[src/rtl/y86_stage_sequencer.sv]
// y86_stage_sequencer: multi-cycle fetch/decode/execute/memory/writeback/PC control FSM for the Y86 datapath
// Ports: CLK/RST (sync active-high) | icode from decode | imem_/dmem_ ready+error handshake inputs
//        imem_req/dmem_req requests | f/d/e/m/w/pc_en one-cycle stage enables
//        stat (0 AOK,1 HLT,2 ADR,3 INS), halted | cycle_cnt, retired_cnt free-running counters
module y86_stage_sequencer #(
    parameter int MEM_TIMEOUT = 16,
    parameter int CNT_WID     = 32
) (
    input  logic               CLK,
    input  logic               RST,
    input  logic [3:0]         icode,
    input  logic               imem_ready,
    input  logic               imem_error,
    input  logic               dmem_ready,
    input  logic               dmem_error,
    output logic               imem_req,
    output logic               dmem_req,
    output logic               f_en,
    output logic               d_en,
    output logic               e_en,
    output logic               m_en,
    output logic               w_en,
    output logic               pc_en,
    output logic [1:0]         stat,
    output logic               halted,
    output logic [CNT_WID-1:0] cycle_cnt,
    output logic [CNT_WID-1:0] retired_cnt
);
    localparam int TW = $clog2(MEM_TIMEOUT + 1);
    localparam logic [1:0] AOK = 2'd0, HLT = 2'd1, ADR = 2'd2, INS = 2'd3;
    typedef enum logic [2:0] {S_FETCH, S_DECODE, S_EXEC, S_MEM, S_WB, S_PC, S_HALT} state_t;
    state_t state, next_state;
    logic [1:0] next_stat;
    logic [TW-1:0] tmo;
    logic mem_st, rdy, err, fault, retire;
    always_comb begin
        mem_st = state == S_FETCH || state == S_MEM;
        rdy = state == S_FETCH ? imem_ready : dmem_ready;
        err = state == S_FETCH ? imem_error : dmem_error;
        fault = mem_st && (rdy ? err : tmo == TW'(MEM_TIMEOUT - 1));
        next_state = state;
        next_stat = stat;
        retire = 1'b0;
        {imem_req, dmem_req, f_en, d_en, e_en, m_en, w_en, pc_en} = '0;
        halted = state == S_HALT;
        case (state)
            S_FETCH: begin
                imem_req = 1'b1;
                f_en = imem_ready && !imem_error;
                next_state = f_en ? S_DECODE : fault ? S_HALT : S_FETCH;
            end
            S_DECODE: begin
                d_en = 1'b1;
                retire = icode == 4'h0;
                next_state = (icode == 4'h0 || icode > 4'hB) ? S_HALT : S_EXEC;
                next_stat = icode == 4'h0 ? HLT : icode > 4'hB ? INS : stat;
            end
            S_EXEC: begin
                e_en = 1'b1;
                next_state = icode inside {4'h4, 4'h5, 4'h8, 4'h9, 4'hA, 4'hB} ? S_MEM :
                             icode inside {4'h2, 4'h3, 4'h6} ? S_WB : S_PC;
            end
            S_MEM: begin
                dmem_req = 1'b1;
                m_en = dmem_ready && !dmem_error;
                next_state = m_en ? (icode == 4'h4 ? S_PC : S_WB) : fault ? S_HALT : S_MEM;
            end
            S_WB: begin
                w_en = 1'b1;
                next_state = S_PC;
            end
            S_PC: begin
                pc_en = 1'b1;
                retire = 1'b1;
                next_state = S_FETCH;
            end
            S_HALT: next_state = S_HALT;
            default: next_state = S_FETCH;
        endcase
        next_stat = fault ? ADR : next_stat;
        if (RST) {imem_req, dmem_req, f_en, d_en, e_en, m_en, w_en, pc_en} = '0;
    end
    always_ff @(posedge CLK) begin
        if (RST) begin
            state <= S_FETCH;
            stat <= AOK;
            tmo <= '0;
            cycle_cnt <= '0;
            retired_cnt <= '0;
        end else begin
            state <= next_state;
            stat <= next_stat;
            tmo <= (mem_st && next_state == state) ? tmo + TW'(1) : '0;
            if (state != S_HALT) cycle_cnt <= cycle_cnt + CNT_WID'(1);
            if (retire) retired_cnt <= retired_cnt + CNT_WID'(1);
        end
    end
endmodule

[config.mk]
export PLATFORM = sky130hd
export DESIGN_NAME = y86_stage_sequencer
export DESIGN_NICKNAME = d
export VERILOG_FILES = /design/src/rtl/y86_stage_sequencer.sv
export SDC_FILE = /design/constraint.sdc
export NUM_CORES = 1
export LEC_CHECK = 0
export CORE_MARGIN = 2
export CORE_UTILIZATION = 45
export CTS_CLUSTER_SIZE = 20
export DETAILED_ROUTE_END_ITERATION = 10
export DONT_BUFFER_PORTS = 1
export PLACE_DENSITY = 0.6
export SETUP_SLACK_MARGIN = 0.05
export SYNTH_ARGS = -nofsm -noshare
export SYNTH_HDL_FRONTEND = slang
export SYNTH_SLANG_ARGS = --single-unit
[constraint.sdc]
create_clock -name CLK -period 2.27 [get_ports CLK]
set_input_delay 0.3405 -clock CLK [delete_from_list [all_inputs] [get_ports CLK]]
set_output_delay 0.3405 -clock CLK [all_outputs]
set_load 0.01 [all_outputs]
==> impl_metrics.toml <==
[critical_path]
cp.required_ns = 2.51
worst_setup_path_start_kind = "register"
crit_type = "register to register"
end_kind = "register"
arrival_ns = 2.36
cp_max_fo = 10

[sta]
rsz0062_at_grt = "yes"
slew_viol_final = 0
final.setup.tns_ns = 0
fin_worst_skew_ns = 0.0117
max_freq_mhz = 471
relSlewSlack_pct = 65.8
setup_viol = 0
worst_pin_slew_ns = 0.508
period_minus_slack_ns = 2.12
fin_ws_ns = 0.149
hold_slack_ns = 0.0785
fin_crit_sh_pct = 93.4
timing.final.hold_violations = 0

[layout]
seq_area_mm2 = 0.00148
final_nets = 496
fillCellCount = 815
drive_gt1_share_pct = 15.2
fin_util_pct = 52.4
antennaDiodeCount = 0
multi_input_area_mm2 = 0.00222
syn2layout_area_growth_pct = 11.5

[die]
start_util_pct = 47.0
ioPinCount = 85
core_mm2 = 0.00830
die_height_um = 97.1
die-area_mm2 = 0.00943
die-width_um = 97.1
std_cell_rows = 33

[global_routing]
grtUsageMet3_pct = 5.25
grtUsageMet2_pct = 30.7
grt_overflow = 0
top_usage_layer = "met2"
antenna_found_initial = 0
grt_pass1_wl_um = 15200
grt_pass1_vias = 3204
grt_usage_pct = 19.1
grtUsageMet1_pct = 24.8
grt_start_max_net_pins = 97

[routing]
wl_um = 9040
drc = 0
dr.first_iter.drc_count = 133
dr_total_vias = 3500
wl_per_cell_um = 15.3
via_per_inst = 5.92
antenna_left = 0
first_pass_iters = 5

[clock_tree]
cts_sinks = 74
numCtsBuffers = 9
clk_latency_ns = 0.35
clk_pin_slew_ns = 0.08
cts_root_buf = "clkbuf_8"
h-tree-depth = 3
cts_tree = "done"
cts_max_path_buffers = 2

[power]
p_total_w = 0.00281
p_leak_nw = 1.54
p_per_area_mw_per_mm2 = 646
ir_drop_mv = 0.310

[synth]
yosys.area_share.simple_pct = 31.2
synthXorXnorAreaFrac_pct = 3.14
synth_flop_cell = "dfxtp_1"
synth_top_family_by_area = "simple AND/OR/NAND/NOR gates"
synth-edff-count = 0
synth_adder_area_share_pct = 1.28
synth_fp_nets = 486
avgSynthCellArea_um2 = 8.26
synth_warnings = 0
synth_area_leaders = "dfxtp_1 (38%), mux2_2 (5.8%), a21oi_1 (5.0%)"
yosysSeqAreaShare_pct = 38.0
synth_compound_area_share_pct = 14.9
yosysTopAreaCellShare_pct = 38.0
netlist_instances = 472
synthArstFlopShare_pct = 0
ys_types = 47
synth_top_area_cell = "dfxtp_1"
ys_seq_elements = 74
synthMuxAreaShare_pct = 6.29
synthesis.area_mm2 = 0.00390

[outcome]
status = "complete, no violations"

[hold_path]
hp-class = "primary input to register"

[run]
max_cap_violations = 0

[placement]
portBuffers = 0
hpwl_um = 6150
gp_congestion = 0.899
place_ws_ns = 0.165
==> critical path, cell delays in order (launching register included) <==
cell,delay (ns)
dfxtp_1,0.44
nand4_1,0.18
or4_1,0.71
nor4_1,0.32
mux2_2,0.37
==> power by group <==
group          internal (W)  switching, W  leakage [nW]  total (W)
logic              0.000138      0.000207         0.836   0.000345
registers           0.00133     0.0000277         0.598    0.00136
clock network      0.000607      0.000500         0.105    0.00111
total               0.00208      0.000734          1.54    0.00281
==> path summary, 6_finish.rpt <==
| path | from | end | slack (ns) | cells after the start |
|---|---|---|---|---|
| max | cycle_cnt[11] | cycle_cnt[30] | 0.15 | 4 |
| min reg2reg | tmo[0] | tmo[0] | 0.47 | 1 |
| max reg2reg | cycle_cnt[11] | cycle_cnt[30] | 0.15 | 4 |
| min | RST | retired_cnt[1] | 0.08 | 1 |
==> area by class of cell <==
type / instances / share of cell area (%)
flip-flops and latches: 74 / 34.1
clock inverters: 6 / 1.90
repair buffers: 31 / 5.64
well taps: 105 / 3.02
clock buffers: 9 / 2.85
inverters: 17 / 1.52
multi-input cells: 349 / 51.0
==> cells in the mapped netlist (6+ instances only) <==
master and count:
dfxtp_1 74, a21oi_1 39, nor2_1 37, clkbuf_1 27
nand2_1 24, nor2b_1 23, nor3_1 21, mux2_2 20
nand3_1 20, o21ai_0 20, or4_1 19, o31ai_1 18
inv_1 16, or3_1 14, nand4_1 13, nor4_1 12
and4_1 8, xor2_1 8, and3_1 6, xnor2_1 6
==> layer usage <==
layer | up-vias | wire (um)
met4 | 0 | 142
met5 | - | 0
met2 | 82 | 4100
li1 | 1755 | -
met3 | 18 | 551
met1 | 1645 | 4240
==> logic make-up (layout without fill, tap and decap cells) <==
logic type / Yosys count / count (layout)
xor gates and xnor gates: 14 / 14
adders and majority gates: 4 / 4
and+or+nand+nor: 214 / 214
DFF: 74 / 74
muxes: 22 / 22
buffers and inverters: 49 / 63
AOI/OAI and AO/OA: 95 / 95
==> through the flow <==
step | area, um^2 | instances
6_report | 4350 | 591
3_3_place_gp | 4130 | 575
2_1_floorplan | 3900 | 472
4_1_cts | 4340 | 590
5_1_grt | 4350 | 591
3_5_place_dp | 4130 | 575
==> cell usage in the layout (no fill, tap or decap), types with 2 or more instances in the layout <==
| cell type | synthesis | final |
|---|---|---|
| dfxtp_1 | 74 | 73 |
| a21oi_1 | 39 | 39 |
| nor2_1 | 37 | 37 |
| buf_4 | 0 | 30 |
| nand2_1 | 24 | 24 |
| nor2b_1 | 23 | 23 |
| nor3_1 | 21 | 21 |
| nand3_1 | 20 | 20 |
| mux2_2 | 20 | 20 |
| o21ai_0 | 20 | 19 |
| or4_1 | 19 | 19 |
| o31ai_1 | 18 | 18 |
| inv_1 | 16 | 16 |
| or3_1 | 14 | 14 |
| nand4_1 | 13 | 13 |
| nor4_1 | 12 | 12 |
| clkbuf_8 | 0 | 9 |
| xor2_1 | 8 | 8 |
| and4_1 | 8 | 8 |
| and3_1 | 6 | 6 |
| xnor2_1 | 6 | 6 |
| nand2b_1 | 4 | 4 |
| and2_1 | 4 | 4 |
| ha_1 | 4 | 4 |
| o211ai_1 | 3 | 3 |
| clkinv_2 | 0 | 3 |
| nor3b_1 | 2 | 2 |
| or2_2 | 2 | 2 |
| a211oi_1 | 2 | 2 |
| a21o_1 | 2 | 2 |
| a211o_1 | 2 | 2 |
| mux2i_1 | 2 | 2 |
| bufinv_16 | 0 | 2 |
==> sequential cells by signal, summed over array words and instances (netlist names) <==
name / count
state: 3
retired_cnt: 32
cycle_cnt: 32
tmo: 5
stat: 2
==> repair_timing <==
item,4_1_cts,5_1_grt
endpoints found under the setup margin,0,4
hold endpoints to repair,0,0
buffers inserted,0,1
hold buffers,0,0
gates resized for setup,0,2
No activity file was read; power rests on OpenSTA's default activity.
